**src/rtl/zipdma_mchan_if.sv**
```systemverilog
// Wishbone control-port bundle for the ZipDMA multi-channel front end.
// The master drives cyc/stb/we/addr/wdata/sel; the slave returns stall/ack/rdata.
interface zipdma_mchan_if #(
  parameter int LGNCHAN = 2
);
  logic               cyc;
  logic               stb;
  logic               we;
  logic [LGNCHAN+1:0] addr;
  logic [31:0]        wdata;
  logic [3:0]         sel;
  logic               stall;
  logic               ack;
  logic [31:0]        rdata;

  modport master (output cyc, stb, we, addr, wdata, sel, input stall, ack, rdata);
  modport slave  (input cyc, stb, we, addr, wdata, sel, output stall, ack, rdata);
endinterface

```
**src/rtl/zipdma_mchan.sv**
```systemverilog
// Multi-channel descriptor store and round-robin scheduler feeding one shared
// DMA engine, with sticky per-channel DONE/ERR status and interrupts.
module zipdma_mchan #(
  parameter  int NCHAN         = 4,
  parameter  int ADDRESS_WIDTH = 30,
  parameter  int LGDMALENGTH   = 30,
  localparam int LGNCHAN       = $clog2(NCHAN)
) (
  input  logic                     i_clk,
  input  logic                     i_reset_n,
  zipdma_mchan_if.slave            swb,
  input  logic [31:0]              i_dev_ints,
  output logic                     o_dma_request,
  output logic                     o_dma_abort,
  input  logic                     i_dma_busy,
  input  logic                     i_dma_err,
  output logic [ADDRESS_WIDTH-1:0] o_src_addr,
  output logic [ADDRESS_WIDTH-1:0] o_dst_addr,
  output logic [LGDMALENGTH-1:0]   o_length,
  output logic [LGNCHAN-1:0]       o_chan,
  output logic [NCHAN-1:0]         o_chan_int,
  output logic                     o_interrupt
);
  typedef enum logic [1:0] {S_IDLE, S_ISSUE, S_RUN, S_DRAIN} state_e;

  state_e                   state_q, state_d;
  logic [NCHAN-1:0]         arm_q, arm_d, done_q, done_d, err_q, err_d;
  logic [NCHAN-1:0]         inten_q, inten_d, trigen_q, trigen_d;
  logic [4:0]               trigsel_q [NCHAN];
  logic [4:0]               trigsel_d [NCHAN];
  logic [ADDRESS_WIDTH-1:0] src_q [NCHAN];
  logic [ADDRESS_WIDTH-1:0] src_d [NCHAN];
  logic [ADDRESS_WIDTH-1:0] dst_q [NCHAN];
  logic [ADDRESS_WIDTH-1:0] dst_d [NCHAN];
  logic [LGDMALENGTH-1:0]   len_q [NCHAN];
  logic [LGDMALENGTH-1:0]   len_d [NCHAN];

  logic [LGNCHAN-1:0]       chan_q, chan_d, last_grant_q, last_grant_d;
  logic [ADDRESS_WIDTH-1:0] src_out_q, src_out_d, dst_out_q, dst_out_d;
  logic [LGDMALENGTH-1:0]   len_out_q, len_out_d;
  logic                     request_q, request_d, abort_q, abort_d;
  logic                     ack_q, ack_d;
  logic [31:0]              rdata_q, rdata_d;

  logic                     wr_en, rd_en, found;
  logic [LGNCHAN-1:0]       bus_chan, gnt, cand;
  logic [1:0]               bus_reg;
  logic [NCHAN-1:0]         ctrl_wr, arm_wr, abort_wr, active, ready;

  function automatic logic [31:0] merge_bytes(input logic [31:0] old_v,
                                              input logic [31:0] new_v,
                                              input logic [3:0]  sel);
    logic [31:0] r;
    r = old_v;
    for (int b = 0; b < 4; b++)
      if (sel[b]) r[8*b +: 8] = new_v[8*b +: 8];
    return r;
  endfunction

  assign bus_chan = swb.addr[LGNCHAN+1:2];
  assign bus_reg  = swb.addr[1:0];
  assign wr_en    = swb.cyc && swb.stb && swb.we;
  assign rd_en    = swb.cyc && swb.stb && !swb.we;

  // An ABORT written this cycle masks the channel from arbitration, so a
  // channel cannot be granted in the same cycle its ARM is being cleared.
  always_comb begin
    // NOTE: every combinational output gets a default first so no latch is inferred.
    ctrl_wr  = '0;
    arm_wr   = '0;
    abort_wr = '0;
    active   = '0;
    ready    = '0;
    found    = 1'b0;
    gnt      = '0;
    cand     = '0;
    for (int c = 0; c < NCHAN; c++) begin
      ctrl_wr[c]  = wr_en && (int'(bus_chan) == c) && (bus_reg == 2'd0);
      arm_wr[c]   = ctrl_wr[c] && swb.sel[0] && swb.wdata[0];
      abort_wr[c] = ctrl_wr[c] && swb.sel[0] && swb.wdata[1];
      active[c]   = (state_q != S_IDLE) && (int'(chan_q) == c);
      ready[c]    = arm_q[c] && (!trigen_q[c] || i_dev_ints[trigsel_q[c]]) && !abort_wr[c];
    end
    for (int i = 0; i < NCHAN; i++) begin
      cand = LGNCHAN'((int'(last_grant_q) + 1 + i) % NCHAN);
      if (!found && ready[cand]) begin
        found = 1'b1;
        gnt   = cand;
      end
    end
  end

  always_comb begin
    state_d      = state_q;
    arm_d        = arm_q;
    done_d       = done_q;
    err_d        = err_q;
    inten_d      = inten_q;
    trigen_d     = trigen_q;
    trigsel_d    = trigsel_q;
    src_d        = src_q;
    dst_d        = dst_q;
    len_d        = len_q;
    chan_d       = chan_q;
    last_grant_d = last_grant_q;
    src_out_d    = src_out_q;
    dst_out_d    = dst_out_q;
    len_out_d    = len_out_q;
    request_d    = request_q;
    abort_d      = 1'b0;
    ack_d        = swb.cyc && swb.stb;
    rdata_d      = '0;

    for (int c = 0; c < NCHAN; c++) begin
      if (rd_en && int'(bus_chan) == c) begin
        case (bus_reg)
          2'd0:    rdata_d = {17'b0, active[c], trigen_q[c], trigsel_q[c], 3'b0,
                              inten_q[c], err_q[c], done_q[c], 1'b0, arm_q[c]};
          2'd1:    rdata_d = 32'(src_q[c]);
          2'd2:    rdata_d = 32'(dst_q[c]);
          default: rdata_d = 32'(len_q[c]);
        endcase
      end
      if (ctrl_wr[c] && swb.sel[0]) begin
        if (swb.wdata[2]) done_d[c] = 1'b0;
        if (swb.wdata[3]) err_d[c]  = 1'b0;
        inten_d[c] = swb.wdata[4];
        // A zero-length descriptor completes immediately without touching the engine.
        if (arm_wr[c] && !arm_q[c]) begin
          if (len_q[c] == '0) done_d[c] = 1'b1;
          else                arm_d[c]  = 1'b1;
        end
        if (abort_wr[c] && arm_q[c] && !active[c]) arm_d[c] = 1'b0;
      end
      if (ctrl_wr[c] && swb.sel[1] && !arm_q[c]) begin
        trigsel_d[c] = swb.wdata[12:8];
        trigen_d[c]  = swb.wdata[13];
      end
      if (wr_en && int'(bus_chan) == c && !arm_q[c]) begin
        case (bus_reg)
          2'd1:    src_d[c] = ADDRESS_WIDTH'(merge_bytes(32'(src_q[c]), swb.wdata, swb.sel));
          2'd2:    dst_d[c] = ADDRESS_WIDTH'(merge_bytes(32'(dst_q[c]), swb.wdata, swb.sel));
          2'd3:    len_d[c] = LGDMALENGTH'(merge_bytes(32'(len_q[c]), swb.wdata, swb.sel));
          default: ;
        endcase
      end
    end

    // Scheduler updates come last so a hardware status set beats a same-cycle W1C.
    case (state_q)
      S_IDLE: if (found) begin
        chan_d       = gnt;
        last_grant_d = gnt;
        src_out_d    = src_q[gnt];
        dst_out_d    = dst_q[gnt];
        len_out_d    = len_q[gnt];
        request_d    = 1'b1;
        state_d      = S_ISSUE;
      end
      S_ISSUE: begin
        if (abort_wr[chan_q]) begin
          abort_d   = 1'b1;
          request_d = 1'b0;
          state_d   = S_DRAIN;
        end else if (i_dma_busy) begin
          request_d = 1'b0;
          state_d   = S_RUN;
        end
      end
      S_RUN: begin
        if (!i_dma_busy) begin
          arm_d[chan_q] = 1'b0;
          if (i_dma_err || abort_wr[chan_q]) err_d[chan_q]  = 1'b1;
          else                               done_d[chan_q] = 1'b1;
          state_d = S_IDLE;
        end else if (abort_wr[chan_q]) begin
          abort_d = 1'b1;
          state_d = S_DRAIN;
        end
      end
      default: if (!i_dma_busy) begin
        arm_d[chan_q] = 1'b0;
        err_d[chan_q] = 1'b1;
        state_d       = S_IDLE;
      end
    endcase
  end

  always_ff @(posedge i_clk or negedge i_reset_n) begin
    if (!i_reset_n) begin
      state_q      <= S_IDLE;
      arm_q        <= '0;
      done_q       <= '0;
      err_q        <= '0;
      inten_q      <= '0;
      trigen_q     <= '0;
      // NOTE: the descriptor arrays are reset because they are software-visible and must read 0.
      for (int c = 0; c < NCHAN; c++) begin
        trigsel_q[c] <= '0;
        src_q[c]     <= '0;
        dst_q[c]     <= '0;
        len_q[c]     <= '0;
      end
      chan_q       <= '0;
      last_grant_q <= LGNCHAN'(NCHAN - 1);
      src_out_q    <= '0;
      dst_out_q    <= '0;
      len_out_q    <= '0;
      request_q    <= 1'b0;
      abort_q      <= 1'b0;
      ack_q        <= 1'b0;
      rdata_q      <= '0;
    end else begin
      // NOTE: state is updated with non-blocking assignments so all flops sample together.
      state_q      <= state_d;
      arm_q        <= arm_d;
      done_q       <= done_d;
      err_q        <= err_d;
      inten_q      <= inten_d;
      trigen_q     <= trigen_d;
      trigsel_q    <= trigsel_d;
      src_q        <= src_d;
      dst_q        <= dst_d;
      len_q        <= len_d;
      chan_q       <= chan_d;
      last_grant_q <= last_grant_d;
      src_out_q    <= src_out_d;
      dst_out_q    <= dst_out_d;
      len_out_q    <= len_out_d;
      request_q    <= request_d;
      abort_q      <= abort_d;
      ack_q        <= ack_d;
      rdata_q      <= rdata_d;
    end
  end

  assign swb.stall     = 1'b0;
  assign swb.ack       = ack_q;
  assign swb.rdata     = rdata_q;
  assign o_dma_request = request_q;
  assign o_dma_abort   = abort_q;
  assign o_src_addr    = src_out_q;
  assign o_dst_addr    = dst_out_q;
  assign o_length      = len_out_q;
  assign o_chan        = chan_q;
  assign o_chan_int    = inten_q & (done_q | err_q);
  assign o_interrupt   = |o_chan_int;
endmodule

```
**src/flat_wrapper.sv**
```systemverilog
// flat-port wrapper written by rule: the top's interface ports become plain ports
module zipdma_mchan_flat 
#(
  parameter  int NCHAN         = 4,
  parameter  int ADDRESS_WIDTH = 30,
  parameter  int LGDMALENGTH   = 30,
  localparam int LGNCHAN       = $clog2(NCHAN)
)
  (i_clk, i_reset_n, i_dev_ints, o_dma_request, o_dma_abort, i_dma_busy, i_dma_err, o_src_addr, o_dst_addr, o_length, o_chan, o_chan_int, o_interrupt, swb_cyc, swb_stb, swb_we, swb_addr, swb_wdata, swb_sel, swb_stall, swb_ack, swb_rdata);
  zipdma_mchan_if #(.LGNCHAN(2)) swb_i ();
  input  logic i_clk;
  input  logic i_reset_n;
  input  logic [31:0] i_dev_ints;
  output logic o_dma_request;
  output logic o_dma_abort;
  input  logic i_dma_busy;
  input  logic i_dma_err;
  output logic [ADDRESS_WIDTH-1:0] o_src_addr;
  output logic [ADDRESS_WIDTH-1:0] o_dst_addr;
  output logic [LGDMALENGTH-1:0] o_length;
  output logic [LGNCHAN-1:0] o_chan;
  output logic [NCHAN-1:0] o_chan_int;
  output logic o_interrupt;
  input wire logic [$bits(swb_i.cyc)-1:0] swb_cyc;
  input wire logic [$bits(swb_i.stb)-1:0] swb_stb;
  input wire logic [$bits(swb_i.we)-1:0] swb_we;
  input wire logic [$bits(swb_i.addr)-1:0] swb_addr;
  input wire logic [$bits(swb_i.wdata)-1:0] swb_wdata;
  input wire logic [$bits(swb_i.sel)-1:0] swb_sel;
  output wire logic [$bits(swb_i.stall)-1:0] swb_stall;
  output wire logic [$bits(swb_i.ack)-1:0] swb_ack;
  output wire logic [$bits(swb_i.rdata)-1:0] swb_rdata;
  assign swb_i.cyc = swb_cyc;
  assign swb_i.stb = swb_stb;
  assign swb_i.we = swb_we;
  assign swb_i.addr = swb_addr;
  assign swb_i.wdata = swb_wdata;
  assign swb_i.sel = swb_sel;
  assign swb_stall = swb_i.stall;
  assign swb_ack = swb_i.ack;
  assign swb_rdata = swb_i.rdata;
  zipdma_mchan #(.NCHAN(NCHAN), .ADDRESS_WIDTH(ADDRESS_WIDTH), .LGDMALENGTH(LGDMALENGTH)) u_core (.i_clk(i_clk), .i_reset_n(i_reset_n), .swb(swb_i), .i_dev_ints(i_dev_ints), .o_dma_request(o_dma_request), .o_dma_abort(o_dma_abort), .i_dma_busy(i_dma_busy), .i_dma_err(i_dma_err), .o_src_addr(o_src_addr), .o_dst_addr(o_dst_addr), .o_length(o_length), .o_chan(o_chan), .o_chan_int(o_chan_int), .o_interrupt(o_interrupt));
endmodule
```
**config.mk**
```make
export PLATFORM = sky130hd
export DESIGN_NAME = zipdma_mchan_flat
export DESIGN_NICKNAME = d
export VERILOG_FILES = /design/src/rtl/zipdma_mchan_if.sv /design/src/rtl/zipdma_mchan.sv /design/src/flat_wrapper.sv
export SDC_FILE = /design/constraint.sdc
export NUM_CORES = 1
export LEC_CHECK = 0
export CAP_MARGIN = 20
export CORE_MARGIN = 3
export CORE_UTILIZATION = 59
export CTS_CLUSTER_DIAMETER = 30
export DETAILED_ROUTE_END_ITERATION = 8
export GPL_TIMING_DRIVEN = 0
export PLACE_DENSITY = 0.87
export SLEW_MARGIN = 20
export SYNTH_ARGS = -nofsm -noshare
export SYNTH_HDL_FRONTEND = slang
export SYNTH_SLANG_ARGS = --single-unit
```
**constraint.sdc**
```tcl
create_clock -name i_clk -period 3.5 [get_ports i_clk]
set_clock_uncertainty 0.15 [all_clocks]
set_input_delay 0.7 -clock i_clk [delete_from_list [all_inputs] [get_ports i_clk]]
set_output_delay 0.7 -clock i_clk [all_outputs]
set_load 0.01 [all_outputs]
```
==> run summary <==
CP Data Required Time: 3.90 ns
Setup crit end kind: register
Worst-Margin Slew: 1.28 ns
Synth-to-Final Area Change: 28.6%
CP max stage delay: 1.09 ns
synthesis warning total: 0
Buf/Inv on CP: 3
clock transition at the registers of the reported paths: 0.05 ns
Initial Util: 60.2%
failing checks: negative setup slack
Worst Hold Class: register to register
global-route wire length before repair: 172000 um
worst reg2reg endpoint: u_core.len_q[70]
# setup viols final: 124
Synth Instances: 2250
CP Cell Sequence: clkdlybuf4s50_1 > nand4_1 > or3_1 > clkbuf_1 > buf_1 > nor2_1 > mux2_2
Iteration-0 DRC Markers: 4217
Synth area leaders: dfrtp_1 (47%), mux2_2 (18%), mux4_2 (4.8%)
Nets: 2678
FP Rows: 79
area of placed instances: 31200 um^2
hpwl dp: 81100 um
Max FO, Critical Path: 10
DRT antenna net count: 0
vias in the first global route: 25200
drt total wl: 122000 um
post-DR vias/cell: 7.66
Slowest cell on crit path: nor2_1
Synth cell types: 75
status: complete, but fails checks
top cells by count, synth: dfrtp_1 (527), mux2_2 (459), nor2_1 (162)
fin crit share: 107%
final number of hold-violating endpoints: 0
Clock Sinks: 529
FMAX: 0.267 GHz
r2r startpoint: u_core.arm_q[1]
register area share after synthesis: 47.0%
initial antenna violation count: 6
1st-pass router iterations: 6
CTS tree: built
CP arrival: 4.14 ns
#FFs+latches synth: 529
gpl congestion: 1.04
CTS max path bufs: 3
Min Hold Slack: 0.376 ns
root buffer cell: clkbuf_16
Clk Latency, worst-skew pair: 0.68 ns
synthesized area: 28200 um^2
die area: 50400 um^2
final worst path period need: 3.74 ns
Die W: 225 um
Final Instance Area: 36300 um^2
H-tree levels: 3
share of layout cells above drive strength 1: 37.6%
GR Overflow Total: 0
Worst Hold Depth: 1
Die H: 225 um
FFs w/ async S/R, synth: 100%
EDFF count, synth: 0
RSZ-0062 raised after global routing: yes
Pins Over Slew Limit: 0
# DRC: 0
Top delay family on crit path: simple AND/OR/NAND/NOR gates
top-count cell post-synth: dfrtp_1
routed length per instance: 37.0 um
worst hold endpoint: u_core.dst_q[54]
worst hold start: u_core.dst_q[54]
core region area: 46900 um^2
routed via count: 25300
Pwr Density: 761 nW/um^2
Slew HR: 14.6%
CP Launch Type: input pin
ys flop type: dfrtp_1
VDD IR max: 0.497 mV
IO Count: 212
WS Path Type: input pin to register
P_leak: 15.5 nW
share of the synthesized area in the top cell type: 46.8%
syn_area_per_cell: 12.5 um^2
largest area contributor in the netlist: dfrtp_1
largest net degree at the start of global routing: 102
max-cap violations: 0
GRT Util Overall: 47.1%
reg2reg setup slack: -0.11 ns
number of buffers added on ports: 202
CTS buffer count: 110
post-layout worst setup margin: -0.242 ns
setup TNS: -15.53 ns
FF-to-FF path depth: 5
==> cell type report <==
type,count,area (um^2)
multi-input cells,1507,14600
flip-flops and latches,529,13200
fillers,2829,10600
clock buffers,147,3100
repair buffers,232,2480
plain buffers,200,1260
clock inverters,57,791
well taps,607,759
inverters,15,56.3
diodes,1,2.50
==> registers in the layout (all words and copies together), names as in the netlist, 20 cells and up <==
signal and cells:
u_core.dst_q 120, u_core.len_q 120, u_core.src_q 120, u_core.o_dst_addr 30
u_core.o_length 30, u_core.o_src_addr 30, u_core.swb.rdata 30, u_core.trigsel_q 20
==> power by group <==
part / switching [W] / internal [W]
Sequential: 0.00108 / 0.00716
Combinational: 0.00491 / 0.00349
Clock: 0.00357 / 0.00736
Total: 0.00957 / 0.0180
==> layer usage <==
metal / up-vias / part of all wire, % / GRT usage (%)
met5: - / 0.021 / 0
met4: 4 / 9.3 / 33.5
met3: 862 / 14 / 18.2
met2: 2545 / 42 / 67.9
met1: 12400 / 35 / 58.5
li1: 9429 / - / -
==> stage by stage <==
step	utilization, %	cells	worst slack (ns)	total power [W]
finish	77.4	3295	-0.242	0.0276
global route	77.4	3294	-0.177	0.0280
CTS	75.6	3275	-0.0244	0.0264
detailed placement	66.5	3067	-1.72	0.0153
global placement	66.1	3061	-21.33	0.0152
floorplan	-	2252	0.330	0.0117
==> cell usage in the layout, fill, tap and decap left out, types with 12 or more instances in the layout <==
master / count
a21oi_1: 45
mux2i_1: 107
nand4_1: 13
dfrtp_1: 526
clkbuf_16: 115
o21ai_0: 15
buf_12: 12
buf_4: 32
bufinv_16: 16
o221ai_1: 19
mux4_2: 62
buf_6: 14
clkdlybuf4s50_1: 196
buf_2: 14
a211oi_2: 36
clkbuf_4: 12
clkbuf_2: 13
mux2i_2: 14
nand2_1: 37
o22ai_1: 23
nor3_1: 16
inv_1: 15
mux2_2: 459
a21boi_0: 90
a22oi_1: 58
a211oi_1: 61
clkbuf_8: 19
nor4_1: 31
a221oi_1: 52
o21a_1: 27
nor2_2: 24
clkbuf_1: 117
a221oi_2: 55
nor2_1: 127
clkinv_2: 20
==> kinds of logic after synthesis <==
kind of cell / after synthesis / share of synthesized area (%)
fa+ha+maj: 4 / 0.178
compound gates: 520 / 15.5
buf+inv: 216 / 3.68
simple gates: 329 / 5.75
other cells: 1 / 0.0133
flops: 529 / 47.0
xor+xnor: 2 / 0.0622
mux: 649 / 27.9
==> worst max path at each step <==
stage	slack [ns]	end	cells past startpoint	from
4_1_cts	-0.02	u_core.o_src_addr[13]	11	u_core.trigsel_q[2]
3_5_place_dp	-1.72	u_core.o_dst_addr[6]	10	swb_wdata[1]
3_3_place_gp	-21.33	u_core.swb.rdata[23]	1	i_reset_n
2_1_floorplan	0.33	u_core.o_dst_addr[10]	11	swb_addr[1]
6_report	-0.24	u_core.len_q[70]	7	swb_stb
5_1_grt	-0.18	u_core.len_q[70]	7	swb_we
==> worst register-to-register path: cells and delay by family (launching register included) <==
kind                   cells  cell delay, ns
and+or+nand+nor            2            1.52
buffers and inverters      2            0.84
DFF                        1            0.56
muxes                      1            0.44
==> what timing repair did <==
item,4_1_cts,5_1_grt
pin swaps,1,15
buffers inserted,2,16
hold endpoints to repair,47,0
gates resized for setup,100,159
gates cloned,1,5
hold buffers,1,0
endpoints found under the setup margin,254,237
No activity file was read; power rests on OpenSTA's default activity.
